--- src/rtl/bp_pkg.sv ---
// ---------------------------------------------------------------------------
// bp_pkg -- shared definitions for the branch predictor.
//   ctr_t       : 2-bit saturating direction counter states (SNT/WNT/WT/ST)
//   BP_ENTRIES  : default number of direct-mapped predictor entries
//   BP_ADDR_W   : storage width of the tag/target fields in bp_entry_t
//   bp_entry_t  : stored per-entry record (valid, tag, target); the direction
//                 counter of each entry lives in its own sat_counter2
// ---------------------------------------------------------------------------
package bp_pkg;

  typedef enum logic [1:0] {
    SNT = 2'b00,
    WNT = 2'b01,
    WT  = 2'b10,
    ST  = 2'b11
  } ctr_t;

  localparam int BP_ENTRIES = 16;
  localparam int BP_ADDR_W  = 32;

  // Tags are stored zero-extended to BP_ADDR_W so one record type serves any
  // ENTRIES setting; constant-zero upper tag bits are trimmed by synthesis.
  typedef struct packed {
    logic                 valid;
    logic [BP_ADDR_W-1:0] tag;
    logic [BP_ADDR_W-1:0] target;
  } bp_entry_t;

endpackage

--- src/rtl/sat_counter2.sv ---
// ---------------------------------------------------------------------------
// sat_counter2 -- 2-bit saturating direction counter for one predictor entry.
//   clk, rst : clock, asynchronous active-high reset (state -> SNT)
//   inc      : step towards ST, saturating
//   dec      : step towards SNT, saturating
//   load     : force WT (new allocation); has priority over inc/dec
//   state    : current counter state
// ---------------------------------------------------------------------------
module sat_counter2
  import bp_pkg::*;
(
  input  logic clk,
  input  logic rst,
  input  logic inc,
  input  logic dec,
  input  logic load,
  output ctr_t state
);

  // NOTE: sequential state uses non-blocking assignments so every flop samples
  // pre-edge values, independent of block evaluation order.
  always_ff @(posedge clk or posedge rst) begin
    if (rst) begin
      state <= SNT;
    end else if (load) begin
      state <= WT;
    end else if (inc && state != ST) begin
      state <= ctr_t'(state + 2'd1);
    end else if (dec && state != SNT) begin
      state <= ctr_t'(state - 2'd1);
    end
  end

endmodule

--- src/rtl/branch_predictor.sv ---
// ---------------------------------------------------------------------------
// branch_predictor -- direct-mapped branch target predictor with 2-bit
// direction counters and saturating statistics.
//   clk_i, rst_i          : clock, asynchronous active-high reset
//   pc_i                  : fetch address looked up combinationally
//   pred_taken_o          : predicted taken for pc_i
//   pred_target_o         : predicted target (0 when not predicted taken)
//   upd_valid_i           : a resolved branch/jump is reported this cycle
//   upd_pc_i, upd_taken_i, upd_target_i : resolved instruction and outcome
//   upd_pred_taken_i, upd_pred_target_i : prediction carried down the pipe
//   clear_i               : synchronous invalidate of every entry
//   mispredict_o          : combinational outcome/prediction mismatch
//   branch_cnt_o, mispred_cnt_o : saturating statistics counters
// ADDR_W must not exceed bp_pkg::BP_ADDR_W.
// ---------------------------------------------------------------------------
module branch_predictor
  import bp_pkg::*;
#(
  parameter int ENTRIES = BP_ENTRIES,
  parameter int ADDR_W  = BP_ADDR_W,
  parameter int CNT_W   = 32
) (
  input  logic              clk_i,
  input  logic              rst_i,
  input  logic [ADDR_W-1:0] pc_i,
  output logic              pred_taken_o,
  output logic [ADDR_W-1:0] pred_target_o,
  input  logic              upd_valid_i,
  input  logic [ADDR_W-1:0] upd_pc_i,
  input  logic              upd_taken_i,
  input  logic [ADDR_W-1:0] upd_target_i,
  input  logic              upd_pred_taken_i,
  input  logic [ADDR_W-1:0] upd_pred_target_i,
  input  logic              clear_i,
  output logic              mispredict_o,
  output logic [CNT_W-1:0]  branch_cnt_o,
  output logic [CNT_W-1:0]  mispred_cnt_o
);

  localparam int IDX_W = $clog2(ENTRIES);
  typedef logic [IDX_W-1:0] idx_t;

  bp_entry_t entry [ENTRIES];
  ctr_t      ctr   [ENTRIES];

  // Word-aligned PC: bits [1:0] are dropped, the next IDX_W bits index.
  function automatic logic [BP_ADDR_W-1:0] tag_of(input logic [ADDR_W-1:0] pc);
    return BP_ADDR_W'(pc >> (IDX_W + 2));
  endfunction

  // ---------------- lookup (reads pre-update contents) ----------------
  idx_t lk_idx;
  logic lk_hit;

  assign lk_idx        = pc_i[IDX_W+1:2];
  assign lk_hit        = entry[lk_idx].valid && (entry[lk_idx].tag == tag_of(pc_i));
  assign pred_taken_o  = lk_hit && (ctr[lk_idx] == WT || ctr[lk_idx] == ST);
  assign pred_target_o = pred_taken_o ? entry[lk_idx].target[ADDR_W-1:0] : '0;

  // ---------------- update ----------------
  idx_t upd_idx;
  logic upd_hit;
  logic wr_en;

  assign upd_idx = upd_pc_i[IDX_W+1:2];
  assign upd_hit = entry[upd_idx].valid && (entry[upd_idx].tag == tag_of(upd_pc_i));
  // clear_i discards a coincident update entirely.
  assign wr_en   = upd_valid_i && !clear_i;

  assign mispredict_o = upd_valid_i &&
                        ((upd_taken_i != upd_pred_taken_i) ||
                         (upd_taken_i && (upd_target_i != upd_pred_target_i)));

  for (genvar gi = 0; gi < ENTRIES; gi++) begin : g_ctr
    logic sel;
    assign sel = wr_en && (upd_idx == idx_t'(gi));

    sat_counter2 u_ctr (
      .clk   (clk_i),
      .rst   (rst_i),
      .inc   (sel && upd_hit && upd_taken_i),
      .dec   (sel && upd_hit && !upd_taken_i),
      .load  (sel && !upd_hit && upd_taken_i),
      .state (ctr[gi])
    );
  end

  // NOTE: the entry array is flop-based with async reset because tags and
  // targets must read back as 0 straight out of reset; it cannot map to RAM.
  // A taken update writes the same record on hit (tag unchanged, new target)
  // and on miss (allocation, replacing whatever occupied the index).
  always_ff @(posedge clk_i or posedge rst_i) begin
    if (rst_i) begin
      for (int i = 0; i < ENTRIES; i++) entry[i] <= '0;
    end else if (clear_i) begin
      for (int i = 0; i < ENTRIES; i++) entry[i].valid <= 1'b0;
    end else if (wr_en && upd_taken_i) begin
      entry[upd_idx] <= '{valid:  1'b1,
                          tag:    tag_of(upd_pc_i),
                          target: BP_ADDR_W'(upd_target_i)};
    end
  end

  // ---------------- statistics (saturate at all-ones) ----------------
  always_ff @(posedge clk_i or posedge rst_i) begin
    if (rst_i) begin
      branch_cnt_o  <= '0;
      mispred_cnt_o <= '0;
    end else begin
      if (upd_valid_i && branch_cnt_o != '1)
        branch_cnt_o <= branch_cnt_o + CNT_W'(1);
      if (mispredict_o && mispred_cnt_o != '1)
        mispred_cnt_o <= mispred_cnt_o + CNT_W'(1);
    end
  end

endmodule

--- config.mk ---
export PLATFORM = sky130hd
export DESIGN_NAME = branch_predictor
export DESIGN_NICKNAME = d
export VERILOG_FILES = /design/src/rtl/bp_pkg.sv /design/src/rtl/sat_counter2.sv /design/src/rtl/branch_predictor.sv
export SDC_FILE = /design/constraint.sdc
export NUM_CORES = 2
export LEC_CHECK = 0
export CORE_MARGIN = 2
export CORE_UTILIZATION = 61
export CTS_BUF_LIST = sky130_fd_sc_hd__clkbuf_16
export CTS_CLUSTER_SIZE = 40
export DETAILED_ROUTE_END_ITERATION = 16
export PLACE_DENSITY = 0.81
export SLEW_MARGIN = 40
export SYNTH_ARGS = -nofsm -noshare
export SYNTH_HDL_FRONTEND = slang
export SYNTH_SLANG_ARGS = --single-unit
--- constraint.sdc ---
create_clock -name clk_i -period 44.7 [get_ports clk_i]
set_clock_uncertainty 0.05 [all_clocks]
set_input_delay 6.705 -clock clk_i [delete_from_list [all_inputs] [get_ports clk_i]]
set_output_delay 6.705 -clock clk_i [all_outputs]
set_load 0.01 [all_outputs]
Word-level counts from Yosys, hierarchy flattened
Index checks and enable logic that the tools add are counted.
{"block": "totals", "reg_bits": 1136, "inputBits": 134, "output_inout_bits": 98}
{"block": "op_classes", "n_addsub": 34, "n_lt_le_gt_ge": 3, "n_eq_ne": 39, "mux": 78, "bitwise": 3, "reduce_logical": 178}
{"operator": "$bwmux 1040", "n": 1}
{"operator": "$mux 1040", "n": 1}
{"operator": "$bmux 65 s4", "n": 2}
{"operator": "$mux 65", "n": 5}
{"operator": "$demux 65 s4", "n": 1}
{"operator": "$logic_and 1x1->1", "n": 138}
{"operator": "$mux 2", "n": 50}
{"operator": "$add 32x1->32 const B", "n": 2}
{"operator": "$eq 32x26->1", "n": 2}
{"operator": "$ne 32x32->1 const B", "n": 2}
{"operator": "$reduce_bool 3->1", "n": 16}
{"operator": "$reduce_bool 2->1", "n": 17}
{"operator": "$add 2x1->2 const B", "n": 16}
{"operator": "$eq 4x4->1 const B", "n": 8}
{"operator": "$mux 32", "n": 1}
{"operator": "$ne 2x2->1 const B", "n": 16}
{"operator": "$ne 32x32->1", "n": 1}
{"operator": "$sub 2x1->2 const B", "n": 16}
{"operator": "$eq 4x3->1 const B", "n": 4}
{"operator": "$mux 1", "n": 16}
{"operator": "$ge 5x5->1 const B", "n": 2}
{"operator": "$not 4->5", "n": 2}
{"operator": "$bmux 2 s4", "n": 1}
{"operator": "$eq 4x2->1 const B", "n": 2}
{"operator": "other kinds (9)", "n": 13}

Logic depth before layout (Yosys ltp)
{"block": "depth", "depth_word": 12, "ltp_mapped": 14}

Hierarchy
From an unflattened synthesis, not the netlist that was laid out.
{"block": "hier_totals", "cells_unflattened": 3672, "hier_area_um2": 52167.5}
{"mod": "branch_predictor", "n_inst": 1, "cells_each": 3496, "area_per_inst_um2": 50285.7, "seq_area_each_um2": 25224.2}
{"mod": "sat_counter2", "n_inst": 16, "cells_each": 11, "area_per_inst_um2": 117.6, "seq_area_each_um2": 50.0}

Worst setup path after synthesis
No wires, ideal clock.
{"block": "synth_timing", "kind": "input-to-output", "from": "in pc_i[4]", "to": "out pred_target_o[21]", "arrival_ns": 9.344, "setup_slack_ns": 28.601, "stages": 9, "n_path_buf": 6, "path_cell_list": "buf_2 > buf_2 > buf_2 > clkbuf_1 > clkbuf_1 > buf_1 > mux4_2 > mux4_2 > nor2b_1"}
{"block": "synth_between", "elab_chain_cells": 8}
{"item": "start: declaration", "line": "branch_predictor.sv:25", "source": "input logic [ADDR_W-1:0] pc_i,"}
{"item": "$not 4->5 (not written as such) (*)", "line": "branch_predictor.sv:56, branch_predictor.sv:57, branch_predictor.sv:58"}
{"item": "$bmux 65 s4 / $bmux 2 s4 (equally long branches)", "line": "branch_predictor.sv:56, branch_predictor.sv:58, branch_predictor.sv:57"}
{"item": "$mux 65 (not written as such) / $mux 2 (equally long branches) (2 in series)", "line": "branch_predictor.sv:58, branch_predictor.sv:57"}
{"item": "$eq 32x26->1 / $eq 2x2->1 (equally long branches)", "line": "branch_predictor.sv:56, branch_predictor.sv:57"}
{"item": "$logic_and 1x1->1 / $logic_or 1x1->1 (equally long branches)", "line": "branch_predictor.sv:56, branch_predictor.sv:57"}
{"item": "$logic_and 1x1->1", "line": "branch_predictor.sv:57", "source": "assign pred_taken_o = lk_hit && (ctr[lk_idx] == WT || ctr[lk_idx] == ST);"}
{"item": "$mux 32 (*)", "line": "branch_predictor.sv:58", "source": "assign pred_target_o = pred_taken_o ? entry[lk_idx].target[ADDR_W-1:0] : '0;"}
{"item": "end: declaration", "line": "branch_predictor.sv:27", "source": "output logic [ADDR_W-1:0] pred_target_o,"}
Mark *: on every way between the ends. The rest lies on a longest branch, timed or not. The select of a mux whose other input is x is not followed.

Worst setup path in the final report
{"block": "layout_timing", "from": "in pc_i[4]", "to": "out pred_target_o[4]"}
The elaborated chain is that of the path after synthesis.

==> Implementation_results.wiki <==
{| class="wikitable"
! Metric !! Value
|-
| Outcome || complete, no violations
|-
| Layout cell share with drive strength beyond 1 || 42.9%
|-
| Sequential standard cell area || 26,000 um2
|-
| Mean area per synthesized cell || approximately 15 um2
|-
| Number of nets in the final layout || 3,682
|-
| Fill cells || 5,605
|-
| Mux cell area share after synthesis || around two fifths
|-
| Count of final max-slew check failures || 0
|-
| Worst slew margin relative to its limit || about two fifths
|-
| Pin count of the biggest net entering global routing || 145
|-
| Remaining DRCs || 0
|-
| Syn Std Cell Area || between 50,000 and 60,000 um2
|-
| Compound-Gate Fraction of Synth Area || around 2.1%
|-
| Boundary Pins || 232
|-
| Number of H-tree levels || 3
|-
| Post-DR wirelength/cell || 28.6 um
|-
| Crit path capture type || primary output
|-
| Total routed wirelength || 137,000 um
|-
| Number of standard cells in the final layout excluding fillers || 4,780
|-
| Placed instance count || 4,578
|-
| Kind of path behind the tightest hold check || reg2reg
|-
| Largest family of logic cells by synthesized area || multiplexers
|-
| Post-synthesis sequential area ratio || 50.1%
|-
| Worst Path Class, Setup || in2out
|-
| Initial core utilization || 61.3%
|-
| Fraction of synthesis flops using an asynchronous set or reset pin || 100%
|-
| Total gr overflow || 0
|-
| Crit path DAT || 11.67 ns
|-
| Layout-stage area growth over the synthesis result || 12.2%
|-
| Core outline area || 84,900 um2
|-
| Number of antenna violations at the first check in global routing || 9
|-
| Clock tree from TritonCTS || built
|-
| Unrepaired setup endpoints after global routing || no
|-
| Final weighted congestion in routability-driven placement || 0.846
|-
| Number of antenna-violating nets in the routed design || 0
|-
| Net count after synthesis || ~3,600
|-
| Estimated wirelength of the detail-placed design || 79,400 um
|-
| Drt first-iter violations || 3,208
|-
| Number of flops mapped to enable cells by yosys || 0
|-
| Worst-case vdd ir drop || 37.3 uV
|-
| Data required time of the worst path || ~38 ns
|-
| R2R Setup Slk || 40.63 ns
|-
| Pwr dens || 41.5 nW/um2
|-
| # rows || about 110
|-
| Multi-input combinational cell area || 24,400 um2
|-
| Port Buf Inserts || 227
|-
| Synthesized netlist cell count || roughly 3,500
|-
| Max-cap violation count || 0
|-
| Leading register cell type out of synthesis || dfrtp_1
|-
| Routed vias || about 32,000
|-
| Most common library cell in the layout ignoring fill and taps || dfrtp_1
|-
| Critical Path Fanout Max || between 70 and 80
|-
| CP max-delay cell || buf_6
|-
| Fmax achieved || between 50 and 60 MHz
|-
| Yosys warnings || 0
|-
| Post-cts resize count || 0
|-
| Worst stage delay on the critical path || 0.73 ns
|-
| Clock Sink Count || 1,040
|-
| Most frequent cells in the layout || 1,040 x dfrtp_1, 945 x mux2_2, 377 x mux4_2
|-
| Post-synthesis share of cell area spent on xor and xnor gates || under 10%
|-
| Simple logic cell fraction of the synthesized area || 3.82%
|-
| Static Leakage || 26.6 nW
|-
| Area of the die || 87,600 um2
|-
| Number of hold violations in the final report || 0
|-
| Vias in the first global route || approximately 34,000
|-
| Clock period minus worst slack || around 18 ns
|-
| Hold buffer count at CTS || 0
|-
| Clock-pin slew reported for the worst setup and hold paths after clock tree synthesis || 0.06 ns
|-
| Clock buffer depth || 3
|-
| GRT Total Usage || 32.1%
|-
| Startpoint Class || input pin
|-
| Final total power || 2.42 mW
|-
| Post-CTS Setup Bufs || 0
|-
| Total negative slack || 0 ns
|-
| Source-to-sink clock delay at the later pin of the worst-skew pair || between 0.6 and 0.7 ns
|-
| Number of buffers inserted during clock tree synthesis || 110
|-
| Via density || 6.70
|-
| Count of different cell masters after synthesis || 56
|-
| Share of the cycle needed by the critical path after routing || slightly above 40%
|-
| # setup viols final || 0
|-
| Slew at the pin closest to its max-slew limit || 0.887 ns
|-
| Wire length of the first global-routing pass || approximately 210,000 um
|-
| Number of search-and-repair iterations in the first detailed-routing pass || 6
|-
| Floorplan die height || around 300 um
|-
| Cells along the critical path || clkbuf_8 > buf_4 > buf_6 > buf_6 > o21ai_0 > o211ai_1 > o211ai_1 > nor4_1 > nand4_1 > buf_4 > nor2b_1 > clkdlybuf4s50_1
|-
| Clock root buffer || clkbuf_16
|-
| Floorplan die width || 296 um
|-
| Synth Register Bits || 1,040
|-
| Adder-cell area share of the yosys netlist || less than 1%
|}
synth_stat cells, drive strengths merged (25+ instances only):
library cell	count	area (um2)
mux2i	72	721
xor2	78	683
and4	25	219
nand3	57	290
mux2	945	10600
clkbuf	159	597
nor3	29	145
o21ai	74	370
nand2	83	312
xnor2	77	674
mux4	377	8490
nor2b	39	244
dfrtp	1040	26000
buf	192	925
nand4	34	213
inv	38	143
nor2	39	146
power breakdown:
| group | total, mW | switching, mW | internal, mW |
|---|---|---|---|
| registers | 1.14 | 0.0822 | 1.06 |
| logic | 0.380 | 0.160 | 0.220 |
| clock network | 0.899 | 0.383 | 0.516 |
metal layers:
| metal | up-vias | track usage (%) | wire, um |
|---|---|---|---|
| met5 | - | 0 | 40 |
| met2 | 1290 | 53.2 | 68200 |
| li1 | 13200 | - | - |
| met4 | 6 | 13.1 | 5670 |
| met1 | 17100 | 42.6 | 53600 |
| met3 | 348 | 5.37 | 9230 |
layout make-up:
type / instances / area share (%)
inverter: 38 / 0.266
antenna: 5 / 0.0214
clock buffer: 112 / 4.80
multi-input combinational: 2077 / 41.9
tap: 1144 / 2.45
clock inverter: 85 / 1.23
sequential: 1040 / 44.6
timing repair buffer: 279 / 4.75
stage by stage:
step           cell area [um2]  utilization (%)  hold slack, ns  worst slack [ns]
3_5_place_dp             54800             64.5           0.429             26.34
4_1_cts                  58300             68.7           0.439             26.33
5_1_grt                  58400             68.8           0.457             26.03
6_report                 58400             68.8           0.443             26.28
3_3_place_gp             54700             64.4           0.421             25.40
2_1_floorplan            52000                -           0.424              8.67
path summary, 6_finish.rpt:
check	cells after the start	to	start
worst max-delay path	12	pred_target_o[4]	pc_i[4]
worst min-delay path	1	branch_cnt_o[5]	branch_cnt_o[5]
worst max register to register	8	g_ctr[2].u_ctr.state[1]	entry[703]
worst min register to register	1	branch_cnt_o[5]	branch_cnt_o[5]
max in group asynchronous	5	mispred_cnt_o[2]	rst_i
min in group asynchronous	2	branch_cnt_o[9]	rst_i
sequential cells by signal, indices dropped and copies added, names as in the netlist:
register / cells
entry: 944
branch_cnt_o: 32
g_ctr.u_ctr.state: 32
mispred_cnt_o: 32
worst max-delay path, delay by kind of cell:
kind	cells	cell delay (ns)
AO/OA/AOI/OAI	3	0.73
buffers and inverters	6	3.19
AND/OR/NAND/NOR	3	0.83
logic make-up (layout without fill, tap and decap cells):
family,count (synthesis),in the layout
AO/OA/AOI/OAI,163,163
XOR/XNOR,155,155
adder cells (fa/ha/maj),2,2
buffers and inverters,389,514
flip-flops,1040,1040
multiplexers,1394,1394
other,0,5
AND/OR/NAND/NOR,363,363
Note: power is estimated with default switching activity, not from simulation.
